### config.mk
export PLATFORM = sky130hd
export DESIGN_NAME = display_scan
export DESIGN_NICKNAME = d
export VERILOG_FILES = /design/src/rtl/display_scan.sv
export SDC_FILE = /design/constraint.sdc
export NUM_CORES = 1
export LEC_CHECK = 0
export CORE_MARGIN = 4
export CORE_UTILIZATION = 30
export CTS_CLUSTER_DIAMETER = 40
export CTS_CLUSTER_SIZE = 24
export DETAILED_ROUTE_END_ITERATION = 10
export PLACE_DENSITY_LB_ADDON = 0.15
export SLEW_MARGIN = 20
export SYNTH_ARGS = -nofsm -noshare
export SYNTH_HDL_FRONTEND = slang
export SYNTH_SLANG_ARGS = --single-unit
### constraint.sdc
create_clock -name clk -period 7.2 [get_ports clk]
set_input_delay 1.8 -clock clk [delete_from_list [all_inputs] [get_ports clk]]
set_output_delay 1.8 -clock clk [all_outputs]
set_load 0.05 [all_outputs]
### src/rtl/display_scan.sv
// rtl/display_scan.sv - four-digit multiplexed hex display scanner with frame-synchronous content update
module display_scan #(
  parameter int DIV = 100000
) (
  input  logic        clk,
  input  logic        rst,
  input  logic        load,
  input  logic [15:0] data_in,
  input  logic [3:0]  point_in,
  input  logic [3:0]  le_in,
  input  logic        blank,
  output logic [3:0]  AN,
  output logic [3:0]  hex,
  output logic        point,
  output logic        LE,
  output logic        frame_done,
  output logic        load_ack
);

  localparam int CW = $clog2(DIV);

  logic [CW-1:0] cnt;
  logic [1:0]    sel;
  logic [15:0]   act_data, pend_data;
  logic [3:0]    act_point, pend_point;
  logic [3:0]    act_le, pend_le;
  logic          pend;
  logic          blank_q;

  logic          tick;
  logic          boundary;
  logic          transfer;
  logic [1:0]    sel_n;
  logic [15:0]   data_n;
  logic [3:0]    point_n;
  logic [3:0]    le_n;

  // Outputs are registered from the next-state values so they move on the
  // same edge as sel/active/blank_q without any input-to-output path.
  always_comb begin
    tick     = (cnt == CW'(DIV - 1));
    boundary = tick && (sel == 2'd3);
    transfer = boundary && pend;
    sel_n    = tick ? sel + 2'd1 : sel;
    data_n   = transfer ? pend_data  : act_data;
    point_n  = transfer ? pend_point : act_point;
    le_n     = transfer ? pend_le    : act_le;
  end

  always_ff @(posedge clk or posedge rst) begin
    if (rst) begin
      cnt        <= '0;
      sel        <= 2'd0;
      act_data   <= 16'h0000;
      act_point  <= 4'h0;
      act_le     <= 4'hF;
      pend_data  <= 16'h0000;
      pend_point <= 4'h0;
      pend_le    <= 4'h0;
      pend       <= 1'b0;
      blank_q    <= 1'b0;
      AN         <= 4'b1110;
      hex        <= 4'h0;
      point      <= 1'b0;
      LE         <= 1'b1;
      frame_done <= 1'b0;
      load_ack   <= 1'b0;
    end else begin
      cnt        <= tick ? '0 : cnt + 1'b1;
      sel        <= sel_n;
      act_data   <= data_n;
      act_point  <= point_n;
      act_le     <= le_n;
      blank_q    <= blank;
      frame_done <= boundary;
      load_ack   <= transfer;
      // A load landing on the boundary stays pending after the old copy moves.
      if (load) begin
        pend_data  <= data_in;
        pend_point <= point_in;
        pend_le    <= le_in;
        pend       <= 1'b1;
      end else if (boundary) begin
        pend       <= 1'b0;
      end
      AN    <= blank ? 4'b1111 : ~(4'b0001 << sel_n);
      hex   <= data_n[{sel_n, 2'b00} +: 4];
      point <= point_n[sel_n];
      LE    <= le_n[sel_n] | blank;
    end
  end

endmodule

==> impl_results.md <==
* Outcome: finished clean
* Antenna fix cells at 0
* Final setup vio count at 0
* Clock skew at 14.0 ps
* Max-cap violation count at 0
* Die boundary width at 113 microns
* Top cell type's share of synthesized area at 54.4%
* TritonCTS clock tree: done
* Synthesized net count at 276
* Crit Path Category: reg2out
* Clock transition time at the flip-flop clock pins of the worst setup and hold paths at 80 ps
* Cell area after synthesis at 3310 sq um
* Clock latency on the worst-skew pair at approximately 350 ps
* Min Tclk post-route at approximately 3500 ps
* First-iteration detailed-routing DRC count at 90
* Required time at the worst-slack endpoint at 5400 ps
* Largest family of logic cells by synthesized area: multiplexers
* Compound-gate portion of the synthesized area at 3.44%
* Count of antenna-violating nets left after detailed routing at 0
* Number of flip-flops and latches in the synthesized netlist at 80
* Fraction of synthesized area in multiplexers at a little under a fifth
* Worst Path Buf+Inv at 1
* Number of global-route vias before repair at 2001
* Count of cell types in the netlist at 37
* Logic depth of the worst register-to-register path at 6
* Setup repair after global routing missed its margin: no
* Worst path arrival time at approximately 1700 ps
* Detail Placement HPWL at 4.24 mm
* Initial core utilization at a little under a third
* Gpl congestion at between 0.7 and 0.8
* Wire per inst at approximately 14 microns
* Share of the yosys chip area belonging to registers at 60.8%
* Cells after synthesis at 246
* RR Startpoint: cnt[12]
* Layout-stage area growth over the synthesis result at 22.4%
* Fraction of synthesized cell area in xor and xnor cells at approximately 3.7%
* Detailed-router iteration count before antenna repair at 5
* Vert. Die Dim at 113 microns
* Measured slew at the worst slew-check pin at 719 ps
* Peak supply drop at 0.0927 mV
* TritonCTS Buffers at 9
* Overflow after GRT at 0
* Wire length of the first global-routing pass at 10.3 mm
* HP Class: reg2reg
* Critical path cell sequence: clkdlybuf4s50_1
* Number of rows in the core area at 38
* Number of gates on the worst path with buffers counted at 1
* Worst Setup End Kind: primary output
* Number of fill cells in the layout at 1069
* DRT Wirelength at 6.15 mm
* Maximum fanout along the worst path at 1
* Level count of the clock H-tree at 3
* Number of buffers added on ports at 39
* Initial antenna violation count at 0
* Sum of negative setup slack at 0 ps
* Timing startpoint of the critical path: AN[1]
* Peak per-stage delay on the critical path at just over 800 ps
* Post-CTS Hold Buffers at 0
* Max stage delay cell, worst path: clkdlybuf4s50_1
* Footprint of the multi-input gates at 1230 sq um
* Register area at 2010 sq um
* Avg Synthesized Cell Area at 13.5 sq um
* Core Box Area at 10800 sq um
* Final-stage net count at 321
* RR Endpoint: hex[3]
* Simple-Gate Fraction of Synth Area at 11.4%
* Max-slew headroom at the worst pin at roughly 52%
* CTS Buffer Depth at 2
* Element type at the critical path start: flip-flop
* Min Hold Slack at 468 ps
* Ratio of cells with drive above 1 in the final layout at 26.7%
* Post-CTS Setup Repair Bufs at 0
* Maximum clock frequency at approximately 290 MHz
* Largest area contributor in the synthesized netlist: dfrtp_1
* Timing endpoint of the critical path: AN[1]
* Count of synthesis-stage warnings from yosys at 0
* DR vias/cell at 4.46
* I/O Pins at 40
* Pin count of the biggest net entering global routing at 81
* Hold violation total from the final report at 0
* GR Util All Layers at 10.3%
* Register-to-register setup slack at 3990 ps
* Number of clock sinks at 80
* Die area at 12800 sq um
* Kind of cell adding the most delay to the critical path: buffers and inverters
* Post-CTS Resized at 0
* Clk Tree Root Cell: clkbuf_8
* Static leakage at 0.00183 uW
* Adder and majority gate portion of the synthesized area at less than 1%
* Share of the clock period used by the worst path after layout at 48.3%
* Vias at 1946
* Pwr per Cell Area at 208 nW/um^2
* Top cells by area, synth: dfrtp_1 (54%), mux2_2 (11%), dfstp_2 (6.4%)
* Fin. max-slew vios at 0
* Remaining DRCs at 0
[metal layers]
| metal | vias up | track usage (%) | routed length, microns |
|---|---|---|---|
| met1 | 955 | 13.6 | 2880 |
| met3 | 4 | 4.06 | 277 |
| li1 | 951 | - | - |
| met4 | 0 | 2.88 | 59 |
| met2 | 36 | 15.9 | 2930 |
| met5 | - | 0 | 0 |
[metrics by stage]
| step | setup slack [ps] | std cells | power, uW | area, sq um | util, % |
|---|---|---|---|---|---|
| after floorplan | 3360 | 246 | 503 | 3310 | - |
| after global placement | 3950 | 420 | 528 | 3850 | 35.5 |
| after detailed placement | 3900 | 420 | 528 | 3850 | 35.5 |
| after CTS | 3690 | 436 | 859 | 4050 | 37.3 |
| after global routing | 3670 | 436 | 885 | 4050 | 37.4 |
| final | 3720 | 436 | 841 | 4050 | 37.4 |
[layout make-up]
type / count / area share (%)
clock inverters: 7 / 1.79
well taps: 140 / 4.32
inverters: 5 / 0.556
repair buffers: 41 / 10.1
clock buffers: 9 / 3.06
flip-flops and latches: 80 / 49.7
multi-input cells: 154 / 30.5
[power by group]
| part | internal [uW] | total (uW) | switching [uW] |
|---|---|---|---|
| combinational | 27.4 | 46.6 | 19.2 |
| clock | 160 | 323 | 163 |
| sequential | 463 | 471 | 7.60 |
| total | 651 | 841 | 190 |
[cells in the final DEF, fill, tap and decap left out, drive strengths merged, types with 3 or more instances in the layout]
cell / count
and3: 4
clkbuf: 9
clkdlybuf4s50: 39
clkinv: 7
dfrtp: 72
dfstp: 8
mux2: 44
mux2i: 6
nand2: 25
nand3: 8
nand4: 3
nor2: 17
o21ai: 3
o22ai: 8
or3: 3
xnor2: 9
xor2: 5
[sequential cells by signal (all words and copies together), names as in the netlist]
name and flops:
load_ack 1, act_le 4, act_point 4, LE 1
pend 1, pend_le 4, hex 4, pend_point 4
sel 2, cnt 17, pend_data 16, frame_done 1
AN 4, point 1, act_data 16
[worst min path at each step]
stage / cells past startpoint / startpoint / to / slack, ps
6_report: 2 / act_le[2] / act_le[2] / 470
5_1_grt: 2 / act_le[2] / act_le[2] / 480
4_1_cts: 2 / act_le[2] / act_le[2] / 470
3_5_place_dp: 2 / act_le[2] / act_le[2] / 460
3_3_place_gp: 2 / act_le[2] / act_le[2] / 450
2_1_floorplan: 2 / act_le[2] / act_le[2] / 440
[synthesized netlist by cell type, drive strengths merged]
cell / count
ha: 2
xnor2: 9
or4b: 2
nor3b: 1
nor4: 2
o21ai: 3
nor2: 17
a21oi: 2
or3: 3
nor3: 1
clkinv: 2
dfstp: 8
nor2b: 2
xor2: 5
a221o: 1
dfrtp: 72
a31oi: 1
mux2i: 6
or2: 1
clkbuf: 1
nand4: 3
a211oi: 1
o22ai: 8
a21o: 2
mux2: 44
and3: 4
inv: 3
buf: 6
nand4b: 1
nand3: 8
nand2: 25
[kinds of logic after synthesis]
logic type | after synthesis
AO/OA/AOI/OAI | 18
flip-flops | 80
AND/OR/NAND/NOR | 70
buffers and inverters | 12
multiplexers | 50
adder cells (fa/ha/maj) | 2
XOR/XNOR | 14
Note: power is estimated with default switching activity, not from simulation.
==> edit: new RTL, same flow settings <==
`DIV`: 100000 -> 400000.
--- a/src/rtl/display_scan.sv
+++ b/src/rtl/display_scan.sv
@@ -1,5 +1,5 @@
 // rtl/display_scan.sv - four-digit multiplexed hex display scanner with frame-synchronous content update
 module display_scan #(
-  parameter int DIV = 100000
+  parameter int DIV = 400000
 ) (
   input  logic        clk,
Check against the original RTL: same outputs for any inputs over 10 cycles, from zero or initial values and one cycle with rst high; that may be too few to reach the edited logic, so the function may still have changed.
==> edit against the unedited design <==
Hold slack improved by 10 ps. Final area increased by 13%. Critical path depth increased by 6. Total power increased by 23%. Synthesized area increased by 12%. Clock power increased by 55%. Sequential cell count increased by 2. Die area increased by 11%. Global-route usage increased by 1.1 points. Worst setup slack got worse by 130 ps. Wire length increased by 24%. Combinational power about the same. Fmax decreased by 3.7%.
==> edit: results (changes against the unedited design) <==
- The number of diodes added for antenna fixing is 0 (unchanged).
- The worst supply voltage drop on vdd is 104 µV (was 92.7 µV).
- The clock skew is 10.7 ps (was 14.0 ps).
- The share of cells above drive strength 1 is 24.6% (was 26.7%).
- Outcome: complete, no violations (unchanged).
- The worst-path maximum fanout is 26 (was 1).
- The length of routed met3 wiring is 288 µm (was 277 µm).
- The power density over the cells is 226 mW/mm² (was 208 mW/mm²).
- The slew at the pin closest to its max-slew limit was 961 ps (was 719 ps).
- Top cells by instance count after synthesis: 74 x sky130_fd_sc_hd__dfrtp_1, 41 x sky130_fd_sc_hd__mux2_2, 20 x sky130_fd_sc_hd__nor2_1, 11 x sky130_fd_sc_hd__nand2_1 (was 72 x sky130_fd_sc_hd__dfrtp_1, 33 x sky130_fd_sc_hd__mux2_2, 25 x sky130_fd_sc_hd__nand2_1, 17 x sky130_fd_sc_hd__nor2_1, 11 x sky130_fd_sc_hd__mux2_4).
- The routed wire length on met2 is 3350 µm (was 2930 µm).
- The average wire length per cell after detail routing came to 15.9 µm (was 14.1 µm).
- The total number of vias is 2381 (was 1946).
- The met1 demand-to-capacity share in global routing is 16.3% (was 13.6%).
- The global placement routability congestion came to 0.702 (was 0.710).
- The met2 demand-to-capacity share in global routing was 16.8% (was 15.9%).
- The register area share after synthesis was 55.8% (was 60.8%).
- The routed metal-1 wirelength is 3880 µm (was 2880 µm).
- The number of design-rule violations left by the first detailed-router iteration was 95 (was 90).
- The overall global routing resource usage came to 11.5% (was 10.3%).
- The reported leakage power is 2.02 nW (was 1.83 nW).
- The highest-delay cell along the critical path is sky130_fd_sc_hd__dfrtp_1 (was sky130_fd_sc_hd__clkdlybuf4s50_1).
- The detailed-placement wirelength estimate was 5020 µm (was 4240 µm).
- The fraction of met3 tracks used by global routing came to 2.94% (was 4.06%).
- Biggest area contributors in the synthesized netlist: sky130_fd_sc_hd__dfrtp_1 50%, sky130_fd_sc_hd__mux2_2 13%, sky130_fd_sc_hd__dfstp_2 5.7% (was sky130_fd_sc_hd__dfrtp_1 54%, sky130_fd_sc_hd__mux2_2 11%, sky130_fd_sc_hd__dfstp_2 6.4%).
- The detailed-routing iteration count for the pre-antenna-repair pass is 4 (was 5).
- The net count of the finished layout is 358 (was 321).
- The maximum number of pins on one net before global-route repair came to 83 (was 81).
- The clock-pin transition on the worst setup and hold timing paths is 60 ps (was 80 ps).
- The wire length of the first global-routing pass is 12900 µm (was 10300 µm).
- The clock tree root buffer cell was sky130_fd_sc_hd__clkbuf_16 (was sky130_fd_sc_hd__clkbuf_8).
- The number of global-route vias before repair is 2457 (was 2001).
- The type of the worst setup path is reg -> reg (was reg -> out).
- The worst reg2reg path startpoint is sel[0] (was cnt[12]).
- The top cell family by delay on the critical path is simple AND/OR/NAND/NOR gates (was buffers and inverters).
## edit: final cells by class
cell class	count	area, µm²
Clock buffer	11	243
Timing Repair Buffer	44	432
Multi-Input combinational cell	181	1510
Sequential cell	82	2060
Tap cell	147	184
Clock inverter	5	86.3
Fill cell	1171	7450
Inverter	10	38.8
## edit: final timing paths
check	end	slack (ps)	depth (start not counted)
max	LE	3590	7
min	cnt[0]	480	1
max reg2reg	LE	3590	7
min reg2reg	cnt[0]	480	1
max in group asynchronous	cnt[4]	4700	3
min in group asynchronous	pend_data[2]	1990	3
## edit: where the power goes
group | internal, mW | total (mW) | switching [mW] | leakage, nW
combinational | 0.0272 | 0.0465 | 0.0193 | 0.820
clock | 0.316 | 0.500 | 0.184 | 0.160
sequential | 0.475 | 0.485 | 0.00983 | 1.04
## edit: per-stage QoR
| stage | total power, mW | cells | area [µm²] | util (%) | worst slack [ps] |
|---|---|---|---|---|---|
| floorplan | 0.515 | 289 | 3690 | - | 3300 |
| global placement | 0.541 | 464 | 4230 | 35.2 | 3720 |
| detailed placement | 0.542 | 464 | 4230 | 35.2 | 3630 |
| CTS | 1.05 | 480 | 4550 | 37.9 | 3620 |
| global route | 1.08 | 480 | 4560 | 37.9 | 3350 |
| finish | 1.03 | 480 | 4560 | 37.9 | 3590 |
## edit: logic make-up (layout without fill, tap and decap cells)
| logic type | after synthesis | after routing | share of synthesized area, % |
|---|---|---|---|
| and+or+nand+nor | 83 | 83 | 13.4 |
| muxes | 51 | 51 | 15.6 |
| adders and majority gates | 2 | 2 | 0.678 |
| buffers and inverters | 26 | 70 | 3.49 |
| AOI/OAI and AO/OA | 28 | 28 | 7.05 |
| xor gates and xnor gates | 17 | 17 | 4.03 |
| DFF | 82 | 82 | 55.8 |
